## src/rtl/multicycle_control.sv

```systemverilog
// Control unit for the 8-bit multicycle MIPS datapath: Moore FSM sequencing
// fetch/decode/execute/memory/writeback plus the ALU control decoder.
module multicycle_control (
  input  logic       clk,
  input  logic       reset,
  input  logic [5:0] op,
  input  logic [5:0] funct,
  input  logic       zero,
  output logic       memread,
  output logic       memwrite,
  output logic       alusrca,
  output logic [1:0] alusrcb,
  output logic       iord,
  output logic [3:0] irwrite,
  output logic       memtoreg,
  output logic       regdst,
  output logic       regwrite,
  output logic [1:0] pcsource,
  output logic       pcen,
  output logic [2:0] alucontrol
);

  localparam logic [5:0] OP_LB    = 6'b100000;
  localparam logic [5:0] OP_SB    = 6'b101000;
  localparam logic [5:0] OP_RTYPE = 6'b000000;
  localparam logic [5:0] OP_BEQ   = 6'b000100;
  localparam logic [5:0] OP_J     = 6'b000010;
  localparam logic [5:0] OP_ADDI  = 6'b001000;

  typedef enum logic [3:0] {
    S_FETCH1, S_FETCH2, S_FETCH3, S_FETCH4, S_DECODE, S_MEMADR,
    S_LBRD, S_LBWR, S_SBWR, S_RTYPEEX, S_RTYPEWR, S_BEQEX, S_JEX,
    S_ADDIEX, S_ADDIWR
  } state_t;

  typedef enum logic [1:0] {
    ALUOP_ADD   = 2'b00,
    ALUOP_SUB   = 2'b01,
    ALUOP_FUNCT = 2'b10
  } aluop_t;

  state_t state_q, state_d;
  state_t cur;
  aluop_t aluop;
  logic   pcwrite, branch;

  always_ff @(posedge clk) begin
    if (reset) state_q <= S_FETCH1;
    else       state_q <= state_d;
  end

  always_comb begin
    state_d = S_FETCH1;
    unique case (state_q)
      S_FETCH1: state_d = S_FETCH2;
      S_FETCH2: state_d = S_FETCH3;
      S_FETCH3: state_d = S_FETCH4;
      S_FETCH4: state_d = S_DECODE;
      S_DECODE: begin
        case (op)
          OP_LB, OP_SB: state_d = S_MEMADR;
          OP_RTYPE:     state_d = S_RTYPEEX;
          OP_BEQ:       state_d = S_BEQEX;
          OP_J:         state_d = S_JEX;
          OP_ADDI:      state_d = S_ADDIEX;
          default:      state_d = S_FETCH1;
        endcase
      end
      S_MEMADR:  state_d = (op == OP_SB) ? S_SBWR : S_LBRD;
      S_LBRD:    state_d = S_LBWR;
      S_RTYPEEX: state_d = S_RTYPEWR;
      S_ADDIEX:  state_d = S_ADDIWR;
      default:   state_d = S_FETCH1;
    endcase
  end

  // While reset is held the outputs decode as FETCH1, with every write and
  // read strobe masked so nothing in the datapath or memory changes.
  always_comb begin
    cur      = reset ? S_FETCH1 : state_q;
    memread  = 1'b0;
    memwrite = 1'b0;
    alusrca  = 1'b0;
    alusrcb  = 2'b00;
    iord     = 1'b0;
    irwrite  = 4'b0000;
    memtoreg = 1'b0;
    regdst   = 1'b0;
    regwrite = 1'b0;
    pcsource = 2'b00;
    pcwrite  = 1'b0;
    branch   = 1'b0;
    aluop    = ALUOP_ADD;
    unique case (cur)
      S_FETCH1, S_FETCH2, S_FETCH3, S_FETCH4: begin
        memread = 1'b1;
        iord    = 1'b1;
        alusrca = 1'b1;
        alusrcb = 2'b01;
        pcwrite = 1'b1;
        case (cur)
          S_FETCH1: irwrite = 4'b0001;
          S_FETCH2: irwrite = 4'b0010;
          S_FETCH3: irwrite = 4'b0100;
          default:  irwrite = 4'b1000;
        endcase
      end
      S_DECODE: begin
        alusrca = 1'b1;
        alusrcb = 2'b11;
      end
      S_MEMADR, S_ADDIEX: alusrcb = 2'b10;
      S_LBRD:             memread = 1'b1;
      S_LBWR: begin
        regwrite = 1'b1;
        regdst   = 1'b1;
      end
      S_SBWR:             memwrite = 1'b1;
      S_RTYPEEX:          aluop = ALUOP_FUNCT;
      S_RTYPEWR: begin
        regwrite = 1'b1;
        memtoreg = 1'b1;
      end
      S_BEQEX: begin
        aluop    = ALUOP_SUB;
        branch   = 1'b1;
        pcsource = 2'b01;
      end
      S_JEX: begin
        pcwrite  = 1'b1;
        pcsource = 2'b10;
      end
      S_ADDIWR: begin
        regwrite = 1'b1;
        memtoreg = 1'b1;
        regdst   = 1'b1;
      end
      default: ;
    endcase
    if (reset) begin
      memread  = 1'b0;
      irwrite  = 4'b0000;
      pcwrite  = 1'b0;
      branch   = 1'b0;
    end
    pcen = pcwrite | (branch & zero);
  end

  always_comb begin
    alucontrol = 3'b010;
    unique case (aluop)
      ALUOP_SUB: alucontrol = 3'b110;
      ALUOP_FUNCT: begin
        case (funct)
          6'b100010: alucontrol = 3'b110;
          6'b100100: alucontrol = 3'b000;
          6'b100101: alucontrol = 3'b001;
          6'b101010: alucontrol = 3'b111;
          default:   alucontrol = 3'b010;
        endcase
      end
      default: alucontrol = 3'b010;
    endcase
  end

endmodule

```

## config.mk

```make
export PLATFORM = sky130hd
export DESIGN_NAME = multicycle_control
export DESIGN_NICKNAME = d
export VERILOG_FILES = /design/src/rtl/multicycle_control.sv
export SDC_FILE = /design/constraint.sdc
export NUM_CORES = 1
export LEC_CHECK = 0
export CAP_MARGIN = 20
export CORE_MARGIN = 5
export CORE_UTILIZATION = 36
export DETAILED_ROUTE_END_ITERATION = 7
export PLACE_DENSITY = 0.78
export SLEW_MARGIN = 25
export SYNTH_ARGS = -nofsm -noshare
export SYNTH_HDL_FRONTEND = slang
export SYNTH_SLANG_ARGS = --single-unit
```

## constraint.sdc

```tcl
create_clock -name clk -period 2.6 [get_ports clk]
set_input_delay 0.52 -clock clk [delete_from_list [all_inputs] [get_ports clk]]
set_output_delay 0.52 -clock clk [all_outputs]
set_load 0.01 [all_outputs]
```

==> results of run 1 <==
[cell families (layout without fill, tap and decap cells)]
kind of cell | Yosys count | count (layout) | share of synthesized area (%)
AND/OR/NAND/NOR | 49 | 49 | 48.2
AO/OA/AOI/OAI | 21 | 21 | 23.5
buffers and inverters | 10 | 51 | 6.80
flip-flops | 4 | 4 | 14.0
adder cells (fa/ha/maj) | 2 | 2 | 4.39
XOR/XNOR | 2 | 2 | 3.07
[worst paths after layout]
check,to,cells past startpoint,slack [ps],from
worst max-delay path,pcen,6,150,zero
worst min-delay path,state_q[2],3,720,state_q[1]
worst max register to register,state_q[1],4,1310,state_q[2]
worst min register to register,state_q[2],3,720,state_q[1]
[routing by layer]
metal  track usage, %  share of wire (%)  vias to the layer above
li1                 -                  -                      400
met2             27.5                 50                       38
met5                0                  0                        -
met4             8.73                1.5                        0
met1             17.6                 42                      368
met3             4.52                7.1                        4
[per-stage QoR]
step	worst slack (ps)	hold slack (ps)	std cells	utilization, %	setup TNS, ps
finish	154	724	145	66.9	0
global route	80.9	756	145	66.9	0
CTS	-31.4	718	145	66.4	-31.4
detailed placement	-333	713	137	62.5	-797
global placement	-273	700	137	62.5	-582
floorplan	569	578	88	-	0
[cell usage in the layout, fill, tap and decap left out, types with 2 or more instances in the layout]
| cell type | count |
|---|---|
| clkdlybuf4s15_1 | 2 |
| inv_1 | 3 |
| nand4_1 | 2 |
| a21o_1 | 2 |
| nor2b_1 | 4 |
| clkbuf_4 | 3 |
| a21oi_1 | 7 |
| and3_1 | 3 |
| nor4_1 | 2 |
| nand2b_1 | 3 |
| o21ai_0 | 2 |
| nand2_1 | 7 |
| or2_1 | 2 |
| nor3_1 | 5 |
| o21ai_1 | 2 |
| dfxtp_1 | 4 |
| buf_4 | 11 |
| nor2_1 | 8 |
| ha_1 | 2 |
| nor3b_1 | 4 |
| nand3_1 | 3 |
| clkdlybuf4s50_1 | 27 |
| dlygate4sd2_1 | 3 |
[worst max-delay path, delay by kind of cell]
kind	cells	cell delay, ps
buf+inv	2	1010
compound gates	2	230
simple gates	2	170
[timing repair]
item | in CTS | in global routing
setup buffers | 5 | 0
pin swaps | 3 | 2
resized for setup | 8 | 2
setup endpoints to repair | 4 | 8
hold buffers | 0 | 0
[synthesized netlist by cell type (2+ instances only)]
| cell | n | area (µm²) |
|---|---|---|
| o21ai_0 | 2 | 10.0 |
| or2_1 | 2 | 12.5 |
| o21ai_1 | 2 | 10.0 |
| nand2b_1 | 3 | 18.8 |
| nand4_1 | 2 | 12.5 |
| nor4_1 | 2 | 12.5 |
| nor3_1 | 5 | 25.0 |
| nor2_1 | 9 | 33.8 |
| a21o_1 | 2 | 15.0 |
| nor2b_1 | 4 | 25.0 |
| nor3b_1 | 4 | 30.0 |
| inv_1 | 3 | 11.3 |
| ha_1 | 2 | 25.0 |
| and3_1 | 3 | 18.8 |
| clkbuf_1 | 4 | 15.0 |
| dfxtp_1 | 4 | 80.1 |
| nand3_1 | 3 | 15.0 |
| nand2_1 | 7 | 26.3 |
| a21oi_1 | 7 | 35.0 |
[where the power goes]
| group | switching (W) | leakage (nW) | total (W) | internal (W) |
|---|---|---|---|---|
| clock network | 0.0000262 | 0.0138 | 0.0000779 | 0.0000517 |
| registers | 0.00000619 | 0.0328 | 0.0000708 | 0.0000646 |
| logic | 0.0000414 | 0.355 | 0.0000953 | 0.0000538 |
[cell type report]
cell class / count / area [µm²] / share of cell area, %
Clock buffer: 3 / 22.5 / 2.23
Inverter: 4 / 15.0 / 1.49
Multi-Input combinational cell: 74 / 459 / 45.5
Sequential cell: 4 / 80.1 / 7.94
Tap cell: 16 / 20.0 / 1.99
Timing Repair Buffer: 44 / 412 / 40.8
==> impl_metrics.csv, run 1 <==
group,metric,value,unit
setup_path,critical_path.max_fanout,1,
layout,area_growth_syn_to_layout,76.8,%
die,die_h,49.8,µm
yosys,synth_async_sr_flop_share,0,%
setup_path,cp-end-kind,"output port",
global_route,grt_first_pass_wirelength,3260,µm
yosys,synth.distinct_cells,37,
global_route,grt_pass1_vias,785,
pwr,power_density,242,nW/µm²
cts,numCtsBuffers,3,
layout,largestRegisters,"state_q x4",
global_route,grt_use_total,16.1,%
placement,hpwl,1480,µm
run_status,outcome,"complete, no violations",
pwr,ir_drop,210,µV
hold_path,worstHoldPathType,"reg -> reg",
setup_path,cp_slowest_cell,"clkdlybuf4s50_1",
layout,largest_reg_flops,4,
drt,via_per_inst,5.59,
layout,regMostFlops,"state_q",
die,fp-row-count,14,
cts,clkLatencyLatePin,230,ps
yosys,ys_seq_elements,4,
timing,hold_violations,0,
layout,nets,148,
setup_path,crit_chain,"clkdlybuf4s50_1 > nand3_1 > a21oi_1 > a21oi_1 > nor2_1 > clkdlybuf4s50_1",
yosys,synth_area,571,µm²
cts,clk_pin_slew,40,ps
job,maxCapViolCount,0,
timing,period_minus_slack,2450,ps
die,die_x,49.8,µm
timing,period_share,94.1,%
yosys,yosysSeqAreaShare,14.0,%
global_route,grt_overflow,0,
layout,fillers,130,
cts,cts_root_buf,"clkbuf_4",
timing,relSlewSlack,76.7,%
yosys,synth_nets,105,
setup_path,cp_data_required_time,2080,ps
cts,htreeDepth,1,
global_route,grt_max_degree,16,
placement,gp_congestion,0.795,
setup_path,start_kind,"input pin",
drt,drt-total-wl,1970,µm
placement,place_area,942,µm²
die,core_area,1510,µm²
placement,io_buffers,33,
global_route,antenna_found_initial,0,
die,pin_count,34,
timing,setup_viol,0,
cts,clk_path_buf_depth,2,
drt,wl_per_cell,13.6,µm
timing,drv_slew,0,
yosys,syn_inst,88,
setup_path,max_stage_delay,540,ps
die,design.die.area,2480,µm²
die,start_util,37.9,%
cts,tritoncts,"done",
layout,antennaDiodeCount,0,
drt,num_vias,810,
timing,skew,2.63,ps
timing,rsz0062_at_grt,"no",
cts,clock_sinks,4,
pwr,fin_total_pwr,0.000244,W
drt,initialDrtViolationCount,9,
drt,drtPass1Iterations,5,
yosys,syn_area_per_cell,6.48,µm²
timing,timing.fmax,409,MHz
drt,drc,0,
timing,worst_pin_slew,341,ps
setup_path,path_class,"in -> out",
setup_path,crit_arrival,1930,ps
layout,final_area,1010,µm²
yosys,yosysWarningCount,0,
pwr,power.leakage,0.401,nW
layout,layout-drive-gt1-share,14.7,%
yosys,ys.flop_type,"dfxtp_1",
drt,postRouteAntennaNets,0,
yosys,synth-edff-count,0,
Note: power is estimated with default switching activity, not from simulation.
==> run 2, diff against run 1 <==
--- a/config.mk
+++ b/config.mk
@@ -9,6 +9,7 @@
 export CORE_MARGIN = 5
 export CORE_UTILIZATION = 36
 export DETAILED_ROUTE_END_ITERATION = 7
+export GPL_TIMING_DRIVEN = 0
 export PLACE_DENSITY = 0.78
 export SLEW_MARGIN = 25
 export SYNTH_ARGS = -nofsm -noshare
==> run 2 against run 1 <==
Sequential power down 1%. Non-clock buffer count is 5 lower. Core utilization shrank 3.9 points. Routed wire length shrank 9.9%. Final cell count fell by 3.4%. Sequential share of layout area rose by 0.49 points. Register-to-register slack gained 90 ps. Clock power shrank 5.8%. Worst setup slack worse by 45 ps. Design area fell by 5.8%. Maximum frequency decreased by 1.8%. Via count fell by 5.2%.
==> impl_metrics.csv, run 2 (synthesis gave the netlist of run 1 again) <==
group,metric,value,unit
run_status,outcome,"complete, no violations",
pwr,power_density,241,nW/µm²
layout,fillers,154,
layout,finalNonFillerCells,140,
layout,nets,143,
drt,initialDrtViolationCount,8,
drt,drt-total-wl,1780,µm
hold_path,hold_depth,2,
hold_path,min_to,"state_q[0]",
placement,dp.cells,137,
setup_path,r2r_start,"state_q[1]",
layout,largest_reg_flops,4,
global_route,grt_use_total,15.0,%
setup_path,cp_data_required_time,2080,ps
setup_path,startpoint,"reset",
timing,period_minus_slack,2490,ps
drt,postRouteAntennaNets,0,
placement,io_buffers,33,
setup_path,r2r_cells,4,
die,fp-row-count,14,
timing,period_share,95.8,%
die,die_h,49.8,µm
timing,relSlewSlack,72.2,%
layout,area_growth_syn_to_layout,66.4,%
global_route,grtUsageMet1,18.0,%
timing,skew,2.41,ps
timing,timing.fmax,402,MHz
drt,num_vias,768,
hold_path,min_from,"state_q[0]",
layout,mostFrequentLayoutCells,"clkdlybuf4s50_1 (29), nor2_1 (8), nand2_1 (7), a21oi_1 (7), nor3_1 (5)",
drt,drc,0,
cts,holdBufCountCts,0,
setup_path,path_class,"in -> out",
drt,wl_per_cell,12.7,µm
die,pin_count,34,
global_route,gr-usage-met2,26.5,%
layout,final-seq-area,80.1,µm²
setup_path,cp-end-kind,"output port",
timing,hold_violations,0,
drt,drtPass1Iterations,4,
global_route,grt_first_pass_wirelength,3120,µm
die,die_x,49.8,µm
global_route,gr-max-usage-layer,"met2",
layout,regMostFlops,"state_q",
layout,final_common_cell,"clkdlybuf4s50_1",
setup_path,rrSetupSlack,1400,ps
cts,numCtsBuffers,3,
global_route,grt_overflow,0,
global_route,grt_pass1_vias,734,
job,maxCapViolCount,0,
cts,clk_pin_slew,30,ps
cts,clkLatencyLatePin,230,ps
placement,hpwl,1420,µm
setup_path,reg2reg_to,"state_q[2]",
die,core_area,1510,µm²
layout,largestRegisters,"state_q x4",
hold_path,worstHoldPathType,"reg -> reg",
placement,place_area,921,µm²
timing,holdWs,650,ps
cts,htreeDepth,1,
layout,layout-drive-gt1-share,11.3,%
cts,clk_path_buf_depth,2,
die,design.die.area,2480,µm²
setup_path,critical_path.max_fanout,4,
drt,via_per_inst,5.49,
cts,tritoncts,"done",
pwr,power.leakage,0.357,nW
timing,setup_viol,0,
layout,multi_input_area,454,µm²
pwr,fin_total_pwr,0.000229,W
global_route,antenna_found_initial,0,
placement,gp_congestion,0.801,
timing,worst_pin_slew,407,ps
layout,final_area,950,µm²
cts,cts_root_buf,"clkbuf_4",
global_route,globalRouteMet3Util,2.71,%
setup_path,crit_arrival,1970,ps
layout,utilization,63.0,%
die,start_util,37.9,%
global_route,grt_max_degree,11,
timing,rsz0062_at_grt,"no",
timing,drv_slew,0,
setup_path,start_kind,"input pin",
layout,antennaDiodeCount,0,
pwr,ir_drop,204,µV
cts,clock_sinks,4,
## run 2: layout make-up
cell class                 count  area share (%)
timing repair buffer          34            35.0
buffer                         5            2.64
multi-input combinational     74            47.8
clock buffer                   3            2.37
inverter                       4            1.58
tap                           16            2.11
sequential                     4            8.43
## run 2: what timing repair did
item | 4_1_cts | 5_1_grt
pin swaps | 2 | 0
cloned | 0 | 0
gates resized for setup | 7 | 4
setup endpoints to repair | 5 | 2
setup buffers | 1 | 0
## run 2: report_power, final
group           total, W  switching (W)  internal [W]  leakage (nW)
Clock          0.0000734      0.0000220     0.0000514        0.0138
Combinational  0.0000851      0.0000390     0.0000460         0.310
Sequential     0.0000701     0.00000545     0.0000647        0.0328
## run 2: layer usage
metal	vias up	part of all wire (%)
li1	393	-
met1	342	44
met2	33	48
met3	0	7.7
met4	0	0
met5	-	0
## run 2: how the worst max path moves through the flow
stage                                to  slack [ps]  depth (start not counted)
after detailed placement  alucontrol[1]        -360                          6
final                     alucontrol[1]         110                          6
after floorplan           alucontrol[1]         570                          5
after CTS                 alucontrol[1]          20                          7
after global routing      alucontrol[1]          20                          6
after global placement    alucontrol[1]        -360                          6
## run 2: per-stage QoR
| stage | worst slack, ps | setup TNS [ps] |
|---|---|---|
| 6_report | 109 | 0 |
| 2_1_floorplan | 569 | 0 |
| 4_1_cts | 23.0 | 0 |
| 5_1_grt | 21.1 | 0 |
| 3_3_place_gp | -357 | -873 |
| 3_5_place_dp | -356 | -888 |
## run 2: critical path, cell delays in order
cell	delay, ps
dlygate4sd2_1	270
nor2_2	170
nand4_1	150
ha_1	320
a211o_1	260
dlygate4sd2_1	280
==> run 3, diff against run 2 <==
--- a/config.mk
+++ b/config.mk
@@ -15,3 +15,4 @@
 export SYNTH_ARGS = -nofsm -noshare
 export SYNTH_HDL_FRONTEND = slang
 export SYNTH_SLANG_ARGS = --single-unit
+export TNS_END_PERCENT = 20
==> run 3 against run 2 <==
Combinational power grew 5.2%. Maximum frequency up 0.36%. First-iteration DRC count rose to 3.8 times the previous value. Die area unchanged. Clock power hardly changed. Sequential share of layout area decreased by 0.055 points. Critical path depth is the same. Design area grew 0.66%. Global-route usage decreased by 0.18 points. Worst setup slack improved by 8.9 ps.
==> impl_metrics.csv, run 3 (synthesis gave the netlist of run 1 again) <==
group,metric,value,unit
timing,worst_pin_slew,450,ps
drt,wl_per_cell,12.5,µm
layout,regMostFlops,"state_q",
global_route,grt_overflow,0,
setup_path,cp_slowest_cell,"ha_1",
die,design.die.area,2480,µm²
timing,rsz0062_at_grt,"no",
layout,largestRegisters,"state_q x4",
setup_path,path_class,"in -> out",
layout,fillers,151,
timing,setup-tns-final,0,ps
setup_path,cp-end-kind,"output port",
layout,nets,144,
timing,relSlewSlack,70.0,%
layout,mostFrequentLayoutCells,"clkdlybuf4s50_1 (29), nor2_1 (8), nand2_1 (7), a21oi_1 (7), nor3_1 (5)",
timing,hold_violations,0,
global_route,grt_use_total,14.8,%
drt,drtPass1Iterations,4,
die,die_x,49.8,µm
layout,final_common_cell,"clkdlybuf4s50_1",
pwr,power.leakage,0.359,nW
pwr,ir_drop,204,µV
drt,drt-total-wl,1760,µm
timing,timing.fmax,403,MHz
layout,largest_reg_flops,4,
layout,layout-drive-gt1-share,12.0,%
layout,antennaDiodeCount,0,
setup_path,critical_path.max_fanout,4,
hold_path,worstHoldPathType,"reg -> reg",
timing,setup_viol,0,
hold_path,min_from,"state_q[0]",
setup_path,max_stage_delay,310,ps
setup_path,crit_top_cell,"dlygate4sd2_1",
cts,clock_sinks,4,
timing,period_minus_slack,2480,ps
pwr,p_sw_share,29.0,%
layout,multi_input_area,457,µm²
cts,tritoncts,"done",
setup_path,r2r_start,"state_q[3]",
die,die_h,49.8,µm
layout,final-seq-area,80.1,µm²
pwr,pwr-share-seq,29.1,%
cts,numCtsBuffers,3,
cts,cts_root_buf,"clkbuf_4",
placement,io_buffers,33,
global_route,grt_pass1_vias,727,
drt,drc,0,
placement,gp_congestion,0.801,
pwr,p_comb_share,39.0,%
cts,clk_pin_slew,30,ps
global_route,grt_first_pass_wirelength,3080,µm
timing,period_share,95.4,%
setup_path,crit_buf_inv,2,
setup_path,start_kind,"input pin",
cts,holdBufCountCts,0,
setup_path,cp_data_required_time,2080,ps
layout,utilization,63.5,%
die,start_util,37.9,%
placement,hpwl,1420,µm
die,core_area,1510,µm²
pwr,internal-power,0.000163,W
timing,skew,2.84,ps
setup_path,rrSetupSlack,1430,ps
drt,postRouteAntennaNets,0,
pwr,pwr-share-clk,31.9,%
global_route,antenna_found_initial,0,
global_route,grt_max_degree,11,
setup_path,cpLargestDelayFamily,"buffers and inverters",
pwr,power_density,240,nW/µm²
cts,htreeDepth,1,
cts,clkLatencyLatePin,230,ps
die,pin_count,34,
timing,drv_slew,0,
cts,clk_path_buf_depth,2,
setup_path,crit_chain,"dlygate4sd2_1 > nor2_2 > nand4_1 > ha_1 > a211o_1 > dlygate4sd2_1",
layout,area_growth_syn_to_layout,67.5,%
pwr,netSwitchingPower,0.0000665,W
drt,via_per_inst,5.40,
setup_path,crit_arrival,1960,ps
setup_path,startpoint,"reset",
drt,num_vias,761,
die,fp-row-count,14,
job,maxCapViolCount,0,
run_status,outcome,"complete, no violations",
drt,initialDrtViolationCount,30,
-- run 3: changes by cell type in the layout (fill, tap and decap cells not counted), sizes merged --
cell / before / now
clkbuf: 6 / 7
-- run 3: metal layers --
layer	global-route usage (%)	wire [µm]	vias to the layer above	share of wire, %
met5	0	0	-	0
met2	25.4	838	33	48
met3	2.71	135	0	7.7
li1	-	-	397	-
met1	18.4	784	331	45
met4	4.80	0	0	0
-- run 3: final timing paths --
check,to,depth (start not counted)
hold reg to reg,state_q[0],2
setup / recovery,alucontrol[1],6
setup reg to reg,state_q[2],4
hold / removal,state_q[0],2
-- run 3: power groups by stage --
stage | sequential (W) | combinational [W] | clock (W)
after floorplan | 0.0000671 | 0.0000419 | 0
after global placement | 0.0000677 | 0.0000852 | 0
after detailed placement | 0.0000678 | 0.0000861 | 0
after CTS | 0.0000668 | 0.0000876 | 0.0000761
after global routing | 0.0000671 | 0.0000986 | 0.0000827
final | 0.0000669 | 0.0000895 | 0.0000732
-- run 3: through the flow --
step                      total power [W]  std cells  area, µm²  hold slack (ps)  worst slack (ps)
after detailed placement         0.000154        137        921              632              -356
after global placement           0.000153        137        921              623              -357
final                            0.000230        141        956              650               118
after global routing             0.000248        141        956              676              27.5
after floorplan                  0.000109         88        571              578               569
after CTS                        0.000230        141        950              646              23.0
-- run 3: final cells by class --
| type | count | area share (%) |
|---|---|---|
| multi-input cells | 74 | 47.8 |
| repair buffers | 34 | 34.8 |
| flip-flops and latches | 4 | 8.38 |
| plain buffers | 6 | 3.01 |
| clock buffers | 3 | 2.36 |
| well taps | 16 | 2.09 |
| inverters | 4 | 1.57 |
-- run 3: worst register-to-register path, delay by kind of cell (launching register included) --
kind / cells / cell delay [ps]
simple gates: 2 / 340
flops: 1 / 280
compound gates: 1 / 280
buf+inv: 1 / 160
-- run 3: repair_timing --
item | in CTS | in global routing
setup endpoints to repair | 5 | 2
gates resized for setup | 6 | 7
setup buffers | 1 | 0
pin swaps | 2 | 0
